File: config.mk
export PLATFORM = sky130hd
export DESIGN_NAME = err_meas_sched
export DESIGN_NICKNAME = d
export VERILOG_FILES = /design/src/rtl/err_meas_sched.sv
export SDC_FILE = /design/constraint.sdc
export NUM_CORES = 1
export LEC_CHECK = 0
export ABC_AREA = 1
export ABC_CLOCK_PERIOD_IN_PS = 1500
export CAP_MARGIN = 10
export CORE_MARGIN = 10
export CORE_UTILIZATION = 57
export DETAILED_ROUTE_END_ITERATION = 8
export DONT_BUFFER_PORTS = 1
export PLACE_DENSITY = 0.77
export SLEW_MARGIN = 20
export SYNTH_ARGS = -nofsm -noshare
export SYNTH_HDL_FRONTEND = slang
export SYNTH_SLANG_ARGS = --single-unit
File: constraint.sdc
create_clock -name sys_clk -period 1.5 [get_ports sys_clk]
set_clock_uncertainty 0.2 [all_clocks]
set_input_delay 0.225 -clock sys_clk [delete_from_list [all_inputs] [get_ports sys_clk]]
set_output_delay 0.225 -clock sys_clk [all_outputs]
set_load 0.05 [all_outputs]
File: src/rtl/err_meas_sched.sv
// Window sequencer for the avg_err / avg_err_squared accumulators: counts symbols into
// 2^LFSR_WID windows, pulses their shared clear, then captures the latched statistics.
module err_meas_sched #(
  parameter int unsigned LFSR_WID = 22,
  parameter int unsigned SETTLE   = 2
) (
  input  logic        sys_clk,
  input  logic        reset,
  input  logic        sym_clk_en,
  input  logic        start,
  input  logic        continuous,
  input  logic        abort,
  input  logic [17:0] err_acc_in,
  input  logic [17:0] err_sq_in,
  output logic        clr_acc,
  output logic        busy,
  output logic        meas_valid,
  output logic [17:0] dc_err,
  output logic [17:0] mse,
  output logic [15:0] win_cnt
);

  localparam int unsigned    SW          = (SETTLE > 1) ? $clog2(SETTLE) : 1;
  localparam logic [SW-1:0]  SETTLE_LAST = SW'(SETTLE - 1);

  typedef enum logic [2:0] {
    S_IDLE,
    S_ARM,
    S_RUN,
    S_DUMP,
    S_SETTLE,
    S_FLUSH
  } state_t;

  state_t              state, state_nxt;
  logic [LFSR_WID-1:0] sym_cnt;
  logic [SW-1:0]       settle_cnt;
  logic                sym_clr, sym_inc, capture, win_clr;

  always_ff @(posedge sys_clk) begin
    if (reset) state <= S_IDLE;
    else       state <= state_nxt;
  end

  // abort outranks both the window end and the capture
  always_comb begin
    state_nxt = state;
    sym_clr   = 1'b0;
    sym_inc   = 1'b0;
    capture   = 1'b0;
    win_clr   = 1'b0;
    case (state)
      S_IDLE: begin
        if (start) begin
          state_nxt = S_ARM;
          win_clr   = 1'b1;
        end
      end
      S_ARM: begin
        sym_clr   = 1'b1;
        state_nxt = abort ? S_FLUSH : S_RUN;
      end
      S_RUN: begin
        sym_inc = sym_clk_en;
        if (abort)                            state_nxt = S_FLUSH;
        else if (sym_clk_en && sym_cnt == '1) state_nxt = S_DUMP;
      end
      S_DUMP: state_nxt = abort ? S_FLUSH : S_SETTLE;
      S_SETTLE: begin
        sym_inc = sym_clk_en;
        if (abort) state_nxt = S_FLUSH;
        else if (settle_cnt == SETTLE_LAST) begin
          capture   = 1'b1;
          state_nxt = continuous ? S_RUN : S_IDLE;
        end
      end
      S_FLUSH: state_nxt = S_IDLE;
      default: state_nxt = S_IDLE;
    endcase
  end

  // Outputs decode the next state so they leave a flop aligned with the state they describe
  always_ff @(posedge sys_clk) begin
    if (reset) begin
      clr_acc    <= 1'b0;
      busy       <= 1'b0;
      meas_valid <= 1'b0;
      dc_err     <= '0;
      mse        <= '0;
      win_cnt    <= '0;
      sym_cnt    <= '0;
      settle_cnt <= '0;
    end else begin
      clr_acc    <= (state_nxt == S_ARM) || (state_nxt == S_DUMP) || (state_nxt == S_FLUSH);
      busy       <= (state_nxt != S_IDLE);
      meas_valid <= capture;
      if (capture) begin
        dc_err <= err_acc_in;
        mse    <= err_sq_in;
      end
      if (win_clr)      win_cnt <= '0;
      else if (capture) win_cnt <= win_cnt + 16'd1;
      if (sym_clr)      sym_cnt <= '0;
      else if (sym_inc) sym_cnt <= sym_cnt + 1'b1;
      settle_cnt <= (state == S_SETTLE) ? settle_cnt + 1'b1 : '0;
    end
  end

endmodule
==> results of run 1 <==
## area by class of cell
| class | count | area [µm²] |
|---|---|---|
| Fill cell | 315 | 967 |
| Sequential cell | 81 | 1700 |
| Tap cell | 77 | 96.3 |
| Clock buffer | 11 | 163 |
| Inverter | 44 | 178 |
| Clock inverter | 4 | 48.8 |
| Timing Repair Buffer | 127 | 1100 |
| Multi-Input combinational cell | 398 | 2090 |
## layout by cell type, fill, tap and decap left out, drive strengths merged
master,synthesis,routed
ha,2,2
o31ai,2,2
a21oi,32,32
nand3b,2,2
bufinv,0,1
nor3,12,12
dlygate4sd3,0,39
buf,10,88
xnor2,4,4
xor2,6,6
nand4,6,6
nor2,132,132
nor3b,1,1
clkbuf,7,11
o21bai,2,2
dfxtp,81,81
nand2,126,127
a211oi,1,1
or2,2,2
o21ai,46,46
nand3,20,20
and3,1,1
clkinvlp,0,1
inv,44,45
clkinv,0,1
## layer usage
metal,vias to the layer above,track usage [%],wire length [µm]
li1,1963,-,-
met1,2005,25.2,4820
met2,310,42.8,7220
met3,91,6.93,1560
met4,0,10.4,847
met5,-,0,0
## synthesized netlist by cell type (2+ instances only)
| master | count |
|---|---|
| nand3b_1 | 2 |
| o21ai_0 | 46 |
| buf_4 | 3 |
| o31ai_1 | 2 |
| nor2_4 | 5 |
| nand4_1 | 6 |
| nand3_1 | 19 |
| clkbuf_1 | 7 |
| a21oi_1 | 31 |
| nand2_1 | 116 |
| inv_1 | 40 |
| nor3_1 | 11 |
| ha_1 | 2 |
| dfxtp_1 | 81 |
| nand2_2 | 6 |
| nand2_4 | 4 |
| buf_2 | 6 |
| nor2_2 | 5 |
| inv_2 | 3 |
| nor2_1 | 122 |
| xor2_1 | 6 |
| xnor2_1 | 4 |
## critical path, cell delays in order, from the launching register on
cell     delay, ns
dfxtp_1       0.37
inv_1         0.10
nor2_4        0.19
nand2_4       0.14
inv_4         0.15
buf_8         0.17
nor2_1        0.07
nor2_1        0.18
## cells by family after synthesis
group / share of synthesized area (%)
adder cells (fa/ha/maj): 0.669
buffers and inverters: 6.89
AO/OA/AOI/OAI: 11.6
AND/OR/NAND/NOR: 35.1
XOR/XNOR: 2.34
flip-flops: 43.4
## power by group through the flow
stage | clock, mW | sequential [mW] | combinational, mW
CTS | 1.72 | 2.24 | 0.416
floorplan | 0 | 2.29 | 0.188
detailed placement | 0 | 2.29 | 0.295
finish | 1.75 | 2.23 | 0.511
global route | 1.81 | 2.23 | 0.539
global placement | 0 | 2.29 | 0.283
## how the worst max path moves through the flow
| stage | startpoint | endpoint | cells after the start |
|---|---|---|---|
| 2_1_floorplan | win_cnt[7] | win_cnt[11] | 7 |
| 3_3_place_gp | sym_cnt[1] | busy | 9 |
| 3_5_place_dp | state[1] | win_cnt[10] | 8 |
| 4_1_cts | state[1] | win_cnt[5] | 8 |
| 5_1_grt | settle_cnt | win_cnt[8] | 7 |
| 6_report | settle_cnt | dc_err[0] | 7 |
## per-stage QoR
step                      cell area (µm²)  instances
after global placement               4400        678
after floorplan                      3790        539
after global routing                 5380        742
after CTS                            5170        740
final                                5380        742
after detailed placement             4400        678
## timing repair
item                       4_1_cts  5_1_grt
gates resized for setup         37       94
hold endpoints to repair        46        0
gates cloned                     1        0
setup buffers                    7        2
setup endpoints to repair       71       78
pin swaps                        5       19
hold buffers                    39        0
## sequential cells by signal, summed over array words and instances, names as in the netlist
| signal | count |
|---|---|
| state | 3 |
| dc_err | 18 |
| settle_cnt | 1 |
| sym_cnt | 22 |
| busy | 1 |
| win_cnt | 16 |
| meas_valid | 1 |
| clr_acc | 1 |
| mse | 18 |
==> metrics.md, run 1 <==
| Metric | Value |
|---|---|
| EDFF count, synth | `0` |
| Core area | `between 6000 and 7000 µm²` |
| Failing checks | `setup timing` |
| GP Congestion | `0.906` |
| Register share of total power | `between 40% and 50%` |
| Mapped Area | `around 3700 µm²` |
| R2r setup slk | `-0.15 ns` |
| Hold Path Depth | `5` |
| CTS clk-pin slew, worst paths | `approximately 0.09 ns` |
| Final WS setup | `-0.153 ns` |
| DR WL/cell | `19.5 µm` |
| Yosys top cell by area | `dfxtp_1` |
| Post-DP HPWL | `7690 µm` |
| Post-synth top area share | `43.4%` |
| Hold Startpoint | `reset` |
| Worst Setup End Kind | `flip-flop` |
| Post-synthesis sequential area ratio | `between 40% and 50%` |
| Max-Cap Viols | `0` |
| Final core utilization | `84.8%` |
| Crit share post-route | `110%` |
| Clk sink count | `81` |
| Starting DRT DRC Count | `around 420` |
| Clk pwr share | `39.0%` |
| R2R Path Start | `settle_cnt` |
| Port Buffers | `0` |
| Global-route wire length before repair | `19,800 µm` |
| CTS tree | `done` |
| Vias in the first global route | `roughly 4,000` |
| Cell-internal power | `3.27 mW` |
| Unrepaired setup endpoints after global routing | `yes` |
| Via count | `4,369` |
| Status | `finished with violations` |
| Die H | `101 µm` |
| PD cells | `between 800 and 900 nW/µm²` |
| H-tree levels | `3` |
| Peak supply drop | `around 0.68 mV` |
| Number of remaining DRC errors | `0` |
| Root Driver | `clkbuf_8` |
| WHS Endpoint | `sym_cnt[15]` |
| R2R Path End | `dc_err[0]` |
| Area Growth Syn to Fin | `43.9%` |
| Net Sw Frac | `between 20 and 30%` |
| Type of origin of the critical path | `flip-flop` |
| Async SR Flop Fraction | `0%` |
| Yosys reg bits | `between 80 and 90` |
| Antenna-violating nets left | `0` |
| Hold WS | `0.0366 ns` |
| Drt total wl | `14,400 µm` |
| Tmin final | `between 1.5 and 2 ns` |
| Die width | `roughly 100 µm` |
| Row cnt | `29` |
| DP Worst Slack | `-0.105 ns` |
| Die area | `10,200 µm²` |
| Combinational cell fraction of total power | `about 11%` |
| Total congestion overflow | `0` |
| DR pass1 iterations | `5` |
| Average cell area after synthesis | `between 6 and 7 µm²` |
| Syn. warnings | `0` |
| Initial antenna violation count | `0` |
| CTS buffer count | `9` |
| All-layer global routing usage | `23.8%` |
| Worst slew pin tran | `0.590 ns` |
| Final Power | `between 4 and 5 mW` |
| Ys flop type | `dfxtp_1` |
| Setup TNS | `-4.79 ns` |
| Worst r2r path cells | `7` |
| Worst hold path type | `in -> reg` |
| Psw | `around 1.2 mW` |
| IO Pins | `between 90 and 100` |
| Worst slew margin | `60.6%` |
| Fmax | `a little over 600 MHz` |
| Post-synth cell types | `34` |
| Vias/cell | `5.89` |
| Cell types occupying the most area after synthesis | `dfxtp_1 43%, nor2_1 12%, nand2_1 12%` |
| Initial core utilization | `58.9%` |
| Largest net degree at the start of global routing | `28` |
| Clk Latency, worst-skew pair | `~0.37 ns` |
| Final setup fails | `69` |
| Hold Vio Cnt, Final | `0` |
| Max Root-Sink Buffers | `2` |
| Critical path peak fanout | `16` |
| Mapped Cells | `539` |
| Net count after synthesis | `between 500 and 600` |
| Leak | `2.04 nW` |
| N_diodes | `0` |
| Max-slew violations | `0` |
| Share of post-route cells with drive strength above 1 | `33.1%` |
| Worst path required time | `1.60 ns` |
| Worst Path Class, Setup | `reg -> reg` |
| CP arrival | `around 1.8 ns` |
| Post-layout nets | `705` |
Note: power is estimated with default switching activity, not from simulation.
==> run 2, diff against run 1 <==
Settings changed: PLACE_DENSITY 0.77 to 0.75.
==> run 2 against run 1 <==
The flow still finishes with violations (setup timing); via count up 17%; flip-flop and latch count stayed put; maximum frequency fell by 8.5%; die area is the same; wire length is 34% higher; sequential share of layout area decreased by 2.5 points; cell area rose by 9.2%; combinational power increased by 5.9%; power up 5.8%; cell count is 2.6% higher; worst hold slack better by 0.022 ns; largest power group unchanged; highest routed layer unchanged.
==> metrics.md, run 2 (synthesis results as in run 1) <==
| Metric | Value |
|---|---|
| Clk sink count | `81 (unchanged)` |
| Post-layout nets | `721 (+2.3%)` |
| Die area | `10,200 µm² (unchanged)` |
| Row cnt | `29 (unchanged)` |
| All-layer global routing usage | `25.5% (+1.7 points)` |
| PD cells | `809 nW/µm² (-3.1%)` |
| Hold WS | `0.0589 ns (+0.0223 ns)` |
| Vias/cell | `6.70 (+14%)` |
| Starting DRT DRC Count | `723 (+74%)` |
| Largest net degree at the start of global routing | `28 (unchanged)` |
| Total congestion overflow | `0 (unchanged)` |
| Fmax | `554 MHz (-8.5%)` |
| Delay-heaviest family, CP | `simple AND/OR/NAND/NOR gates` |
| DR WL/cell | `25.5 µm (+31%)` |
| R2R Path End | `busy` |
| Port Buffers | `0 (unchanged)` |
| Global-route wire length before repair | `21,000 µm (+6.2%)` |
| Worst Setup End Kind | `flip-flop` |
| Leak | `2.35 nW (+15%)` |
| WHS Endpoint | `dc_err[16]` |
| Tmin final | `1.81 ns (+0.154 ns)` |
| Final Cell Area | `5880 µm² (+9.2%)` |
| Hold Startpoint | `reset` |
| Unrepaired setup endpoints after global routing | `yes` |
| Most frequent cells in the layout | `95 x nand2_1, 90 x nor2_1, 88 x buf_4, 42 x dfxtp_1, 40 x dlygate4sd3_1` |
| Post-DP HPWL | `7680 µm (-0.11%)` |
| Root Driver | `clkbuf_8` |
| Core area | `6350 µm² (unchanged)` |
| Max-slew violations | `0 (unchanged)` |
| Critical path peak fanout | `4 (-12)` |
| Peak supply drop | `0.965 mV (+43%)` |
| Die width | `101 µm (unchanged)` |
| Hold Vio Cnt, Final | `0 (unchanged)` |
| Register name with the most flops | `sym_cnt` |
| Worst r2r path cells | `8 (+1)` |
| Clk Latency, worst-skew pair | `0.37 ns (about the same)` |
| Worst slew pin tran | `0.586 ns (-0.00366 ns)` |
| CTS clk-pin slew, worst paths | `0.09 ns (about the same)` |
| Biggest regs | `sym_cnt: 22 flops, dc_err: 18 flops, mse: 18 flops` |
| Number of remaining DRC errors | `0 (unchanged)` |
| DR pass1 iterations | `8 (+3)` |
| Leading cell type in the layout, fill and taps excluded | `nand2_1` |
| Antenna-violating nets left | `0 (unchanged)` |
| Placed Area | `4500 µm² (+2.2%)` |
| Die H | `101 µm (unchanged)` |
| Crit-path cells | `inv_2, nand3_4, buf_4, nand2_1, o21ai_2, nor2_1, nor2_1, nand2_1` |
| R2R Path Start | `state[0]` |
| Final setup fails | `75 (+8.7%)` |
| Drt total wl | `19,400 µm (+34%)` |
| Worst path required time | `1.55 ns (-0.05 ns)` |
| WP buf/inv | `2 (-1)` |
| Initial core utilization | `58.9% (unchanged)` |
| CP arrival | `1.85 ns (+0.10 ns)` |
| Max Root-Sink Buffers | `2 (unchanged)` |
| GP Congestion | `0.911 (+0.54%)` |
| Share of post-route cells with drive strength above 1 | `40.3% (+7.2 points)` |
| Failing checks | `setup timing` |
| Worst Path Class, Setup | `reg -> reg` |
| DP Worst Slack | `-0.127 ns (-0.0223 ns)` |
| Max stage delay on crit path | `0.40 ns (+0.03 ns)` |
| Crit share post-route | `120% (+10 points)` |
| Via count | `5,098 (+17%)` |
| CTS tree | `done` |
| Hold Path Depth | `4 (-1)` |
| R2r setup slk | `-0.31 ns (-0.15 ns)` |
| Max FFs per register | `22 (unchanged)` |
| Type of origin of the critical path | `flip-flop` |
| CTS buffer count | `9 (unchanged)` |
| Area Growth Syn to Fin | `57.1%` |
| Worst slew margin | `60.9% (+0.24 points)` |
| H-tree levels | `3 (unchanged)` |
| Vias in the first global route | `4,241 (+4.4%)` |
| Initial antenna violation count | `1 (+1)` |
| Critical path's slowest cell | `dfxtp_2` |
| Status | `finished with violations` |
| IO Pins | `97 (unchanged)` |
| Worst hold path type | `in -> reg` |
| Max-Cap Viols | `0 (unchanged)` |
| Final WS setup | `-0.307 ns (-0.154 ns)` |
==> run 2: changes by cell type in the layout (fill, tap and decap cells not counted), moves of 8 or more <==
cell / change
buf_4: +8
nand2_1: -11
nor2_1: -16
nor2_4: +11
o21ai_0: +10
o21ai_1: -12
==> run 2: area by class of cell <==
class,count,area (µm²)
Antenna cell,2,5.00
Clock buffer,11,151
Clock inverter,5,83.8
Fill cell,193,474
Inverter,44,188
Multi-Input combinational cell,398,2310
Sequential cell,81,1710
Tap cell,77,96.3
Timing Repair Buffer,142,1320
Timing Repair inverter,1,8.76
==> run 2: repair_timing <==
item / CTS / global route
pin swaps: 1 / 47
gates cloned: 1 / 4
endpoints found under the hold margin: 43 / 0
hold buffers: 40 / 0
endpoints found under the setup margin: 67 / 74
buffers inserted: 3 / 9
gates resized for setup: 32 / 151
==> run 2: where the power goes <==
| group | switching, mW | internal [mW] |
|---|---|---|
| registers | 0.0833 | 2.15 |
| clock network | 0.937 | 1.04 |
| logic | 0.338 | 0.203 |
==> run 2: routing by layer <==
| metal | global-route usage (%) | wire [µm] | vias up |
|---|---|---|---|
| met4 | 14.5 | 1860 | 0 |
| met3 | 7.61 | 2530 | 209 |
| met2 | 43.8 | 8680 | 582 |
| li1 | - | - | 1997 |
| met1 | 27.2 | 6340 | 2310 |
| met5 | 0 | 0 | - |
==> run 2: worst min-delay path, delay by kind of cell <==
family	cells	cell delay, ns
buffers and inverters	2	0.24
and+or+nand+nor	1	0.04
AOI/OAI and AO/OA	1	0.08
==> run 2: through the flow <==
step / utilization (%) / setup TNS (ns) / power (mW) / cells
floorplan: - / 0 / 2.48 / 539
global placement: 70.9 / -0.742 / 2.58 / 686
detailed placement: 70.9 / -2.50 / 2.59 / 686
CTS: 82.9 / -0.0347 / 4.54 / 746
global route: 92.5 / -12.06 / 4.79 / 760
finish: 92.5 / -10.66 / 4.76 / 761
==> run 2: worst max-delay path by stage <==
stage	endpoint	cells past startpoint	slack, ns	start
floorplan	win_cnt[11]	7	0.006	win_cnt[7]
global placement	busy	9	-0.06	sym_cnt[1]
detailed placement	busy	9	-0.13	sym_cnt[1]
CTS	busy	9	-0.03	sym_cnt[0]
global route	busy	8	-0.45	state[1]
finish	busy	8	-0.31	state[0]
